`config.mk`:
```
export PLATFORM = sky130hd
export DESIGN_NAME = spi_slave_responder
export DESIGN_NICKNAME = d
export VERILOG_FILES = /design/src/rtl/spi_resp_pkg.sv /design/src/rtl/spi_in_sync.sv /design/src/rtl/spi_slave_responder.sv
export SDC_FILE = /design/constraint.sdc
export NUM_CORES = 1
export LEC_CHECK = 0
export BUFFER_PORTS_ARGS = -buffer_cell sky130_fd_sc_hd__buf_2
export CAP_MARGIN = 20
export CORE_ASPECT_RATIO = 1.2
export CORE_MARGIN = 2
export CORE_UTILIZATION = 50
export DETAILED_ROUTE_END_ITERATION = 8
export PLACE_DENSITY_LB_ADDON = 0.2
export RECOVER_POWER = 25
export SYNTH_ARGS = -nofsm -noshare
export SYNTH_HDL_FRONTEND = slang
export SYNTH_SLANG_ARGS = --single-unit
```
`constraint.sdc`:
```
create_clock -name clk -period 7.07 [get_ports clk]
set_input_delay 0 -clock clk [delete_from_list [all_inputs] [get_ports clk]]
set_output_delay 0 -clock clk [all_outputs]
set_load 0.005 [all_outputs]
```
`src/rtl/spi_resp_pkg.sv`:
```
`default_nettype none
// ============================================================================
// Module : spi_resp_pkg
// Brief  : Frame geometry, bit-counter limits and FSM state type for the responder.
// Rev    : 1.0
// ============================================================================
package spi_resp_pkg;

  localparam int FRAME_W = 16;
  localparam int ADDR_W  = 7;
  localparam int DATA_W  = 8;
  localparam int RW_BIT  = 15;
  localparam int CNT_W   = 5;

  localparam logic [CNT_W-1:0] BIT_HALF = 5'd8;
  localparam logic [CNT_W-1:0] BIT_LAST = 5'd16;

  typedef enum logic [1:0] {
    IDLE    = 2'd0,
    SHIFT   = 2'd1,
    DONE    = 2'd2,
    WAIT_SS = 2'd3
  } state_t;

  function automatic logic is_read(input logic [FRAME_W-1:0] frame);
    return frame[RW_BIT];
  endfunction

endpackage
`default_nettype wire

```
`src/rtl/spi_in_sync.sv`:
```
`default_nettype none
// ============================================================================
// Module : spi_in_sync
// Brief  : Multi-flop synchronizer with rise/fall detection on the synced level.
// Rev    : 1.0
// ============================================================================
module spi_in_sync #(
  parameter int   STAGES  = 2,
  parameter logic RST_VAL = 1'b0
) (
  input  logic clk,
  input  logic rst,
  input  logic din,
  output logic dout,
  output logic rise,
  output logic fall
);

  logic [STAGES-1:0] r_sync;
  logic              r_prev;

  // Reset to the idle level of the line so no false edge appears after reset.
  always_ff @(posedge clk or negedge rst) begin
    if (!rst) begin
      r_sync <= {STAGES{RST_VAL}};
      r_prev <= RST_VAL;
    end else begin
      r_sync <= {r_sync[STAGES-2:0], din};
      r_prev <= r_sync[STAGES-1];
    end
  end

  assign dout = r_sync[STAGES-1];
  assign rise = r_sync[STAGES-1] & ~r_prev;
  assign fall = ~r_sync[STAGES-1] & r_prev;

endmodule
`default_nettype wire

```
`src/rtl/spi_slave_responder.sv`:
```
`default_nettype none
// ============================================================================
// Module : spi_slave_responder
// Brief  : Oversampling SPI (mode 0) responder over a small 8-bit register file.
// Rev    : 1.0
// ============================================================================
module spi_slave_responder
  import spi_resp_pkg::*;
#(
  parameter int                NUM_REGS    = 16,
  parameter int                SYNC_STAGES = 2,
  parameter logic [DATA_W-1:0] RESET_VAL   = 8'h00
) (
  input  logic               clk,
  input  logic               rst,
  input  logic               sclk,
  input  logic               ss_n,
  input  logic               mosi,
  output logic               miso,
  output logic               miso_oe,
  input  logic [ADDR_W-1:0]  host_addr,
  output logic [DATA_W-1:0]  host_rdata,
  output logic               wr_stb,
  output logic [ADDR_W-1:0]  wr_addr,
  output logic [DATA_W-1:0]  wr_data,
  output logic               frame_done,
  output logic [FRAME_W-1:0] last_frame,
  output logic               frame_abort,
  output logic [15:0]        frame_cnt
);

  localparam int               IDX_W      = (NUM_REGS > 1) ? $clog2(NUM_REGS) : 1;
  localparam logic [ADDR_W:0]  C_NUM_REGS = NUM_REGS[ADDR_W:0];

  function automatic logic addr_ok(input logic [ADDR_W-1:0] a);
    return {1'b0, a} < C_NUM_REGS;
  endfunction

  logic w_sclk_s, w_sclk_rise, w_sclk_fall;
  logic w_ss_s, w_ss_rise, w_ss_fall;
  logic w_mosi_s, w_mosi_rise, w_mosi_fall;
  logic unused_edges;

  spi_in_sync #(.STAGES(SYNC_STAGES), .RST_VAL(1'b0)) u_sync_sclk (
    .clk(clk), .rst(rst), .din(sclk),
    .dout(w_sclk_s), .rise(w_sclk_rise), .fall(w_sclk_fall)
  );

  spi_in_sync #(.STAGES(SYNC_STAGES), .RST_VAL(1'b1)) u_sync_ss (
    .clk(clk), .rst(rst), .din(ss_n),
    .dout(w_ss_s), .rise(w_ss_rise), .fall(w_ss_fall)
  );

  spi_in_sync #(.STAGES(SYNC_STAGES), .RST_VAL(1'b0)) u_sync_mosi (
    .clk(clk), .rst(rst), .din(mosi),
    .dout(w_mosi_s), .rise(w_mosi_rise), .fall(w_mosi_fall)
  );

  assign unused_edges = ^{w_sclk_s, w_ss_rise, w_ss_fall, w_mosi_rise, w_mosi_fall};

  state_t              r_state, w_state_nx;
  logic [CNT_W-1:0]    r_bit_cnt;
  logic [FRAME_W-1:0]  r_rx_sr;
  logic [DATA_W-1:0]   r_tx_sr;
  logic                r_tx_load;
  logic                r_miso;
  logic [ADDR_W-1:0]   r_wr_addr;
  logic [DATA_W-1:0]   r_wr_data;
  logic [FRAME_W-1:0]  r_last_frame;
  logic [15:0]         r_frame_cnt;
  logic [DATA_W-1:0]   r_regs [NUM_REGS];

  logic                w_frame_done, w_abort, w_wr_stb;
  logic [ADDR_W-1:0]   w_frame_addr, w_hdr_addr;
  logic [IDX_W-1:0]    w_wr_idx;
  logic [DATA_W-1:0]   w_tx_rd;

  assign w_frame_addr = r_rx_sr[RW_BIT-1 -: ADDR_W];
  assign w_wr_idx     = w_frame_addr[IDX_W-1:0];
  // Mid-frame the header (R/W + address) sits in the low byte of the shifter.
  assign w_hdr_addr   = r_rx_sr[ADDR_W-1:0];
  assign w_tx_rd      = addr_ok(w_hdr_addr) ? r_regs[w_hdr_addr[IDX_W-1:0]] : '0;

  always_ff @(posedge clk or negedge rst) begin
    if (!rst) r_state <= IDLE;
    else      r_state <= w_state_nx;
  end

  always_comb begin
    w_state_nx   = r_state;
    w_frame_done = 1'b0;
    w_abort      = 1'b0;
    w_wr_stb     = 1'b0;
    case (r_state)
      IDLE:    if (!w_ss_s) w_state_nx = SHIFT;
      SHIFT: begin
        if (r_bit_cnt == BIT_LAST) begin
          w_state_nx = DONE;
        end else if (w_ss_s) begin
          w_state_nx = IDLE;
          w_abort    = 1'b1;
        end
      end
      DONE: begin
        w_frame_done = 1'b1;
        w_wr_stb     = !is_read(r_rx_sr) && addr_ok(w_frame_addr);
        w_state_nx   = WAIT_SS;
      end
      WAIT_SS: if (w_ss_s) w_state_nx = IDLE;
      default: w_state_nx = IDLE;
    endcase
  end

  always_ff @(posedge clk or negedge rst) begin
    if (!rst) begin
      r_bit_cnt <= '0;
      r_rx_sr   <= '0;
      r_tx_sr   <= '0;
      r_tx_load <= 1'b0;
      r_miso    <= 1'b0;
    end else begin
      r_tx_load <= 1'b0;
      if (r_state == IDLE) begin
        r_bit_cnt <= '0;
        r_rx_sr   <= '0;
        r_tx_sr   <= '0;
        r_miso    <= 1'b0;
      end else if (r_state == SHIFT) begin
        if (w_sclk_rise && r_bit_cnt != BIT_LAST) begin
          r_rx_sr   <= {r_rx_sr[FRAME_W-2:0], w_mosi_s};
          r_bit_cnt <= r_bit_cnt + CNT_W'(1);
          r_tx_load <= (r_bit_cnt == BIT_HALF - CNT_W'(1));
        end
        // Load one clk after the 8th sample; the next falling edge is >=4 clk away.
        if (r_tx_load) begin
          r_tx_sr <= r_rx_sr[DATA_W-1] ? w_tx_rd : '0;
        end else if (w_sclk_fall && r_bit_cnt >= BIT_HALF && r_bit_cnt < BIT_LAST) begin
          r_miso  <= r_tx_sr[DATA_W-1];
          r_tx_sr <= {r_tx_sr[DATA_W-2:0], 1'b0};
        end
      end
    end
  end

  always_ff @(posedge clk or negedge rst) begin
    if (!rst) begin
      r_last_frame <= '0;
      r_frame_cnt  <= '0;
      r_wr_addr    <= '0;
      r_wr_data    <= '0;
    end else if (w_frame_done) begin
      r_last_frame <= r_rx_sr;
      r_frame_cnt  <= r_frame_cnt + 16'd1;
      if (w_wr_stb) begin
        r_wr_addr <= w_frame_addr;
        r_wr_data <= r_rx_sr[DATA_W-1:0];
      end
    end
  end

  always_ff @(posedge clk or negedge rst) begin
    if (!rst) begin
      for (int i = 0; i < NUM_REGS; i++) r_regs[i] <= RESET_VAL;
    end else if (w_wr_stb) begin
      r_regs[w_wr_idx] <= r_rx_sr[DATA_W-1:0];
    end
  end

  assign host_rdata  = addr_ok(host_addr) ? r_regs[host_addr[IDX_W-1:0]] : '0;
  assign miso        = r_miso;
  assign miso_oe     = (r_state != IDLE);
  assign wr_stb      = w_wr_stb;
  assign wr_addr     = r_wr_addr;
  assign wr_data     = r_wr_data;
  assign frame_done  = w_frame_done;
  assign last_frame  = r_last_frame;
  assign frame_abort = w_abort;
  assign frame_cnt   = r_frame_cnt;

endmodule
`default_nettype wire

```
Word level (Yosys, flattened, before mapping)
Index checks and enable logic that the tools add are counted.

word-level totals
  flip-flop bits (word level) = 215
  input port bits = 12
  output and inout bits = 60

operators by class
  add/subtract/negate cells = 2
  $lt $le $gt $ge = 9
  eq/ne operators = 8
  mux-type cells = 38
  bitwise operators = 7
  reduce and logical (&&, ||, !) cells = 16

operators with widths
  kind                                                                   number
  128-bit bitwise mux                                                    1
  8-bit two-way mux                                                      12
  8-bit binary-select mux with 4-bit select                              2
  16-bit two-way mux                                                     3
  8-bit demux with 4-bit select                                          1
  7-bit by 5-bit < comparator with 1-bit output, second input constant   3
  16-bit by 1-bit adder with 16-bit output, second input constant        1
  5-bit >= comparator, second input constant                             3
  5-bit two-way mux                                                      3
  4-bit NOT with 5-bit output                                            3
  1-bit two-way mux                                                      12
  2-bit case mux with 4 select lines                                     1
  2-bit nonzero test                                                     4
  2-bit two-way mux                                                      3
  2-bit AND reduction                                                    3
  5-bit by 1-bit adder with 5-bit output, second input constant          1
  5-bit by 3-bit equality test with 1-bit output, second input constant  1
  5-bit equality test, second input constant                             1
  5-bit by 4-bit >= comparator with 1-bit output, second input constant  1
  1-bit logical AND                                                      5
  5-bit by 1-bit < comparator with 1-bit output, second input constant   1
  5-bit < comparator, second input constant                              1
  5-bit != test, second input constant                                   1
  2-bit equality test, second input constant                             2
  other kinds (9)                                                        11

Longest topological paths before layout
Gate-level depths: netlist (run 1).

  depth after elaboration = 9
  depth in mapped cells = 7

Cells and area by module
Synthesis (run 1) repeated with hierarchy kept, for this count alone.

unflattened totals
  cells, all modules = 727
  area total of the unflattened synthesis = 10526.3 sq um

modules (own cells, without submodules)
  module                         times used  cells an instance  area an instance (sq um)
  spi_slave_responder            1           712                10252.3
  spi_in_sync (u_sync_mosi ...)  2           5                  90.1
  spi_in_sync (u_sync_ss)        1           5                  93.8

Worst setup path before layout (run 1)
OpenSTA, ideal clock, no wires.

  path type = register -> register
  start = register r_rx_sr[14]
  end = register r_regs[64] (netlist name)
  data arrival time = 2.152 ns
  data required time = 6.945 ns
  slack = 4.793 ns
  cell stages (with the launch flop) = 6
  period minus slack after synthesis = 2.277 ns
  path through = dfrtp_1 > or4_4 > or3_1 > buf_2 > nor3b_4 > mux2_2

on the way
  word-level cells in the longest chain between the ends = 3

ends and longest elaborated chain
  element                                        RTL line                    text
  start, declared                                spi_slave_responder.sv:63   logic [FRAME_W-1:0] r_rx_sr;
  start signal, assigned                         spi_slave_responder.sv:130  r_rx_sr <= {r_rx_sr[FRAME_W-2:0], w_mosi_s};
  7-bit by 5-bit < comparator with 1-bit output  spi_slave_responder.sv:36   return {1'b0, a} < C_NUM_REGS;
  1-bit logical AND                              spi_slave_responder.sv:106  w_wr_stb = !is_read(r_rx_sr) && addr_ok(w_frame_addr);
  1-bit two-way mux                              spi_slave_responder.sv:94   case (r_state)
  end signal, assigned by index                  spi_slave_responder.sv:165  r_regs[w_wr_idx] <= r_rx_sr[DATA_W-1:0];
  end, declared                                  spi_slave_responder.sv:71   logic [DATA_W-1:0] r_regs [NUM_REGS];

Every way passes these cells.
A chain may end at the register's enable or synchronous reset.

Worst setup path after layout (run 1)
  start = register r_state[1]
  end = register r_regs[37] (netlist name)

on the way
  word-level cells in the longest chain between the ends = 2

ends and longest elaborated chain
  element                 RTL line                   text
  start, declared         spi_slave_responder.sv:61  state_t r_state, w_state_nx;
  start signal, assigned  spi_slave_responder.sv:86  else r_state <= w_state_nx;
  2-bit equality test     spi_slave_responder.sv:94
  1-bit two-way mux       spi_slave_responder.sv:94

Every way passes these cells.

==> run metrics, run 1 <==
status=completed; Pwr per Cell Area=around 210 mW/mm^2; Clock Sinks=around 220; EDFF count, synth=0; register area share after synthesis=about 52%; critical setup path kind=reg -> reg; detailed-route DRC error count=0; Pre-antenna DRT Iters=4; IO buf count=slightly above 70; relative slew slack=about a third; final wirelength=between 20000 and 25000 um; count leader, synth=dfrtp_1; clk_skew=between 0.01 and 0.015 ns; top post-synthesis cells by area=dfrtp_1 (52%), mux2_2 (15%), mux4_2 (14%), mux2i_1 (3.1%), nand2_1 (2.7%); crit start category=flop; wire per inst=about 22 um; Die W=134.8 um; part of the power in registers=50.2%; Filler cells=roughly 1600; Seq cells post-synth=roughly 220; Synth Warn #=0; Post-DRT Antenna Nets=0; DR iter-0 viols=approximately 340; Post-Syn Instances=725; clock latency at the later pin of the worst-skew pair=roughly 0.5 ns; setup TNS=0 ns; placed cell count=1016; ys flop type=dfrtp_1; Root Driver=clkbuf_16; Worst Max-Slew Pin Slew=0.9653 ns; fmax=~0.35 GHz; # IOs=between 70 and 80; ys async rst share=between 90% and 100%; Yosys cell types=52; DIE HEIGHT=approximately 160 um; launching point of the worst reg2reg path=r_state[1]; initial antenna violation count=0; GPL Wtd Cong=0.7871; register area=about 0.0054 mm^2; hpwl dp=around 15000 um; RSZ-0062 raised after global routing=false; WP data required=approximately 7.5 ns; Internal=a little under 2 mW; PnR worst setup slack=around 4.2 ns; CTS tree=yes; n_diodes=0; max_cap viols=0; # setup viols final=0; count of hold-fix buffers inserted at cts=4; Clock Power Share=46.3%; Post-Syn Area=slightly above 0.01 mm^2; Max Slew Vio Count=0; share of layout cells above drive strength 1=39.82%; multi-input logic area=approximately 0.0046 mm^2; Finished Cell Area=about 0.012 mm^2; clock buffer depth=3; reg2reg end=r_regs[37]; switch share=approximately a fifth; crit share post-route=40.02%; Power Total=around 2.5 mW; post-synth top area share=between 50% and 60%; post-synthesis average cell area=~14 um^2; Leakage=around 5.5 nW; minimum clock period=approximately 2.8 ns; FP Rows=57; crit end category=flop; Net Switching=between 0.5 and 0.6 mW; via count=about 6400; HP Class=in -> async; Yosys top cell by area=dfrtp_1; Die Footprint=0.02168 mm^2; post-cts sizing count=0; vias in the first global route=roughly 6700; Initial Util=between 50% and 60%; grt ovf=0; Max VDD drop=150.6 uV; worst-case reg-to-reg path depth=5; Final Instance Count excl. Fillers=around 1100; pin count of the biggest net entering global routing=78; clock-pin slew on the worst setup and hold paths=roughly 0.06 ns; DP Area=approximately 0.011 mm^2; crit path DAT=3.21 ns; nets=around 800; R2R setup slack=4.24 ns; Max H-tree Level=1; Hold Vio Cnt, Final=0; synthesis-to-finish area growth=12.78%; net count after synthesis=740; core footprint=around 0.020 mm^2; Num CTS Buffers=22; setup repair bufs after CTS=0; Comb power frac=3.4%; CP Max Fanout=22; pre-CTS WS=~3.8 ns; Vias/cell=approximately 6; first-pass GRT wire length=37520 um; most common library cells after synthesis=dfrtp_1 (213), mux2_2 (141), nand2_1 (75); Tot GR Track Use=22.23%
==> sequential cells by signal (all words and copies together) (netlist names) <==
signal / cells
r_regs: 128
r_tx_load: 1
u_sync_mosi.r_sync: 2
u_sync_sclk.r_sync: 2
r_rx_sr: 16
r_tx_sr: 8
u_sync_sclk.r_prev: 1
wr_data: 8
last_frame: 16
r_bit_cnt: 5
wr_addr: 7
frame_cnt: 16
r_state: 2
u_sync_ss.r_sync: 2
miso: 1
==> worst max path at each step <==
stage                 from          to  slack (ns)  depth (start not counted)
2_1_floorplan  r_rx_sr[14]  r_regs[64]        4.79                          5
3_5_place_dp    r_state[1]  r_regs[37]        3.84                          4
4_1_cts         r_state[0]  frame_done        3.76                          3
6_report        r_state[1]  r_regs[37]        4.24                          5
3_3_place_gp    r_state[1]  r_regs[68]        3.99                          4
5_1_grt         r_state[1]  r_regs[37]        4.07                          5
==> cell type report <==
cell class              instances  share of cell area, %
flip-flops and latches        215                  46.54
multi-input cells             449                  40.12
clock buffers                  34                  5.764
repair buffers                 83                  3.947
well taps                     265                  2.866
clock inverters                 5                 0.4326
inverters                      10                 0.3244
==> through the flow <==
| stage | hold WS [ns] | utilization [%] |
|---|---|---|
| global placement | 0.05378 | 53.54 |
| finish | 0.07315 | 57.32 |
| CTS | 0.1052 | 57.29 |
| global route | 0.1311 | 57.32 |
| detailed placement | 0.05886 | 53.54 |
| floorplan | -0.2956 | - |
==> layer usage <==
layer | GRT usage (%) | share of wire, % | vias to the layer above
li1 | - | - | 2815
met1 | 30.49 | 43 | 3393
met2 | 37.98 | 51 | 138
met3 | 2.683 | 4.1 | 36
met4 | 5.502 | 1.9 | 0
met5 | 0 | 0 | -
==> cells by family (layout without fill, tap and decap cells) <==
group | after synthesis | count (layout) | synth area share, %
AO/OA/AOI/OAI | 61 | 61 | 4.501
XOR/XNOR | 15 | 15 | 1.281
adder cells (fa/ha/maj) | 3 | 3 | 0.3659
buffers and inverters | 61 | 132 | 2.330
flip-flops | 215 | 215 | 52.47
multiplexers | 236 | 236 | 32.43
AND/OR/NAND/NOR | 134 | 134 | 6.623
==> cells in the final DEF, fill, tap and decap left out, drive strengths merged, types with 9 or more instances in the layout <==
cell type  count
mux2         141
mux4          63
xnor2         10
buf           64
clkbuf        49
dfrtp        213
inv            9
a22o          18
mux2i         32
nand2         75
nor2          10
==> critical path: stages, from the launching register on <==
cell and delay (ns):
dfrtp_1 0.61, nand2b_1 0.30, buf_8 0.25, or3_1 0.51, nor2b_1 0.62, mux2_2 0.41
==> power by group through the flow <==
stage	clock network [mW]	registers (mW)	logic [mW]
detailed placement	0	1.27	0.0860
global placement	0	1.27	0.0837
floorplan	0	1.26	0.0456
CTS	1.18	1.24	0.0884
finish	1.15	1.24	0.0852
global route	1.23	1.24	0.0961
No activity file was read; power rests on OpenSTA's default activity.
==> run 2: changes to the inputs <==
==> constraint.sdc (replaced) <==
create_clock -name clk -period 2.3 [get_ports clk]
set_input_delay 0 -clock clk [delete_from_list [all_inputs] [get_ports clk]]
set_output_delay 0 -clock clk [all_outputs]
set_load 0.005 [all_outputs]
==> run metrics, run 2 (synthesis results as in run 1) <==
status=finished with violations; failing checks=capacitance limit, slew limit; # setup viols final=0; clk_skew=a little under 0.01 ns; Hold Crit Start=mosi; crit path DAT=around 2.6 ns; critical setup path kind=reg -> reg; Worst Max-Slew Pin Slew=~1.9 ns; detailed-route DRC error count=0; WP buf/inv=1; Initial Util=50.83%; Vias/cell=5.943; Pre-antenna DRT Iters=4; core footprint=just over 0.02 mm^2; Finished Core Util=between 50% and 60%; crit-path leading delay family=simple AND/OR/NAND/NOR gates; Leakage=5.733 nW; Post-DRT Antenna Nets=0; Tot GR Track Use=about 22%; Max H-tree Level=1; grt ovf=0; Biggest register=r_regs; Hold Vio Cnt, Final=0; synthesis-to-finish area growth=16.70%; launching point of the worst reg2reg path=r_rx_sr[14]; Pwr per Cell Area=between 600 and 700 mW/mm^2; FP Rows=57; setup repair bufs after CTS=0; max reg flops=between 100 and 150; commonest non-fill, non-tap cells in the layout=dfrtp_1 (211), mux2_2 (141), nand2_1 (70), buf_2 (70), mux4_2 (63); clock buffer depth=3; # IOs=between 70 and 80; multi-input logic area=~0.0047 mm^2; IO buf count=71; final wirelength=23630 um; Num CTS Buffers=23; hold path cells=2; clock latency at the later pin of the worst-skew pair=a little over 0.5 ns; reg2reg end=r_regs[67]; hpwl dp=15670 um; initial antenna violation count=0; Max VDD drop=477.9 uV; Root Driver=clkbuf_16; WP data required=approximately 2.7 ns; clock-pin slew on the worst setup and hold paths=~0.06 ns; Worst Setup SP=r_rx_sr[14]; Power Total=between 7 and 8 mW; RSZ-0062 raised after global routing=false; share of layout cells above drive strength 1=45.37%; worst-case reg-to-reg path depth=5; Hold Path End=u_sync_mosi.r_sync[0]; max_cap viols=1; register area=approximately 0.0054 mm^2; crit end category=flop; nets=about 830; DIE HEIGHT=160.9 um; CTS tree=yes; HP Class=in -> reg; wire per inst=21.56 um; Die Footprint=0.02168 mm^2; commonest non-fill, non-tap cell in the layout=dfrtp_1; first-pass GRT wire length=~38000 um; Filler cells=~1600; relative slew slack=-26.37%; pin count of the biggest net entering global routing=between 70 and 80; vias in the first global route=6953; CP max stage delay=approximately 0.54 ns; cells along the critical path=or4_4, or3_4, nor3b_4, buf_12, mux2_2; CP max-delay cell=or4_4; Die W=~130 um; fmax=~0.45 GHz; DR iter-0 viols=around 420; R2R setup slack=slightly below 0.1 ns; CP Max Fanout=8; Max Slew Vio Count=71; crit start category=flop; n_diodes=0; minimum clock period=2.202 ns; Clock Sinks=215; crit share post-route=a little over nine tenths; via count=6514; GPL Wtd Cong=0.7788
[run 2: final cells by class]
class	count	share of cell area (%)
clock inverter	8	0.5957
inverter	10	0.3135
timing repair buffer	118	6.835
multi-input combinational	449	38.94
tap	265	2.770
clock buffer	31	5.560
sequential	215	44.98
[run 2: metal layers]
metal  global-route usage [%]  part of all wire, %  vias to the layer above
li1                         -                    -                     2893
met1                    29.42                   42                     3429
met2                    39.22                   52                      146
met3                    2.936                  4.0                       46
met4                    6.507                  2.3                        0
met5                        0                    0                        -
[run 2: metrics by stage]
step / setup WS (ns) / instance area (um^2) / instances / TNS, ns / hold WS, ns
2_1_floorplan: 0.02314 / 10260 / 725 / 0 / -0.2956
3_3_place_gp: 0.03843 / 11180 / 1053 / 0 / 0.05740
3_5_place_dp: -0.008346 / 11180 / 1053 / -0.01496 / 0.06935
4_1_cts: 0.006620 / 11970 / 1096 / 0 / 0.09981
5_1_grt: 0.02313 / 11970 / 1096 / 0 / 0.1453
6_report: 0.09788 / 11970 / 1096 / 0 / 0.1322
[run 2: worst max-delay path by stage]
stage	cells past startpoint	endpoint
2_1_floorplan	5	r_regs[64]
3_3_place_gp	5	r_regs[68]
3_5_place_dp	5	r_regs[67]
4_1_cts	6	r_regs[104]
5_1_grt	6	r_regs[60]
6_report	5	r_regs[67]
[run 2: power breakdown]
part           leakage, nW  switching [mW]  total (mW)  internal [mW]
Clock                0.367            1.48        3.61           2.13
Sequential            2.98          0.0179        3.82           3.80
Combinational         2.39           0.182       0.281         0.0987
Total                 5.73            1.68        7.71           6.03
[run 2: timing repair]
item / in CTS / in global routing
resized for setup: 1 / 6
hold buffers: 4 / 0
gates cloned: 0 / 0
setup endpoints to repair: 8 / 21
endpoints found under the hold margin: 70 / 0
[run 2: worst register-to-register path: cells and delay by family, from the launching register on]
family	cells	cell delay (ns)
buffers and inverters	1	0.15
flip-flops	1	0.39
multiplexers	1	0.33
AND/OR/NAND/NOR	3	1.22
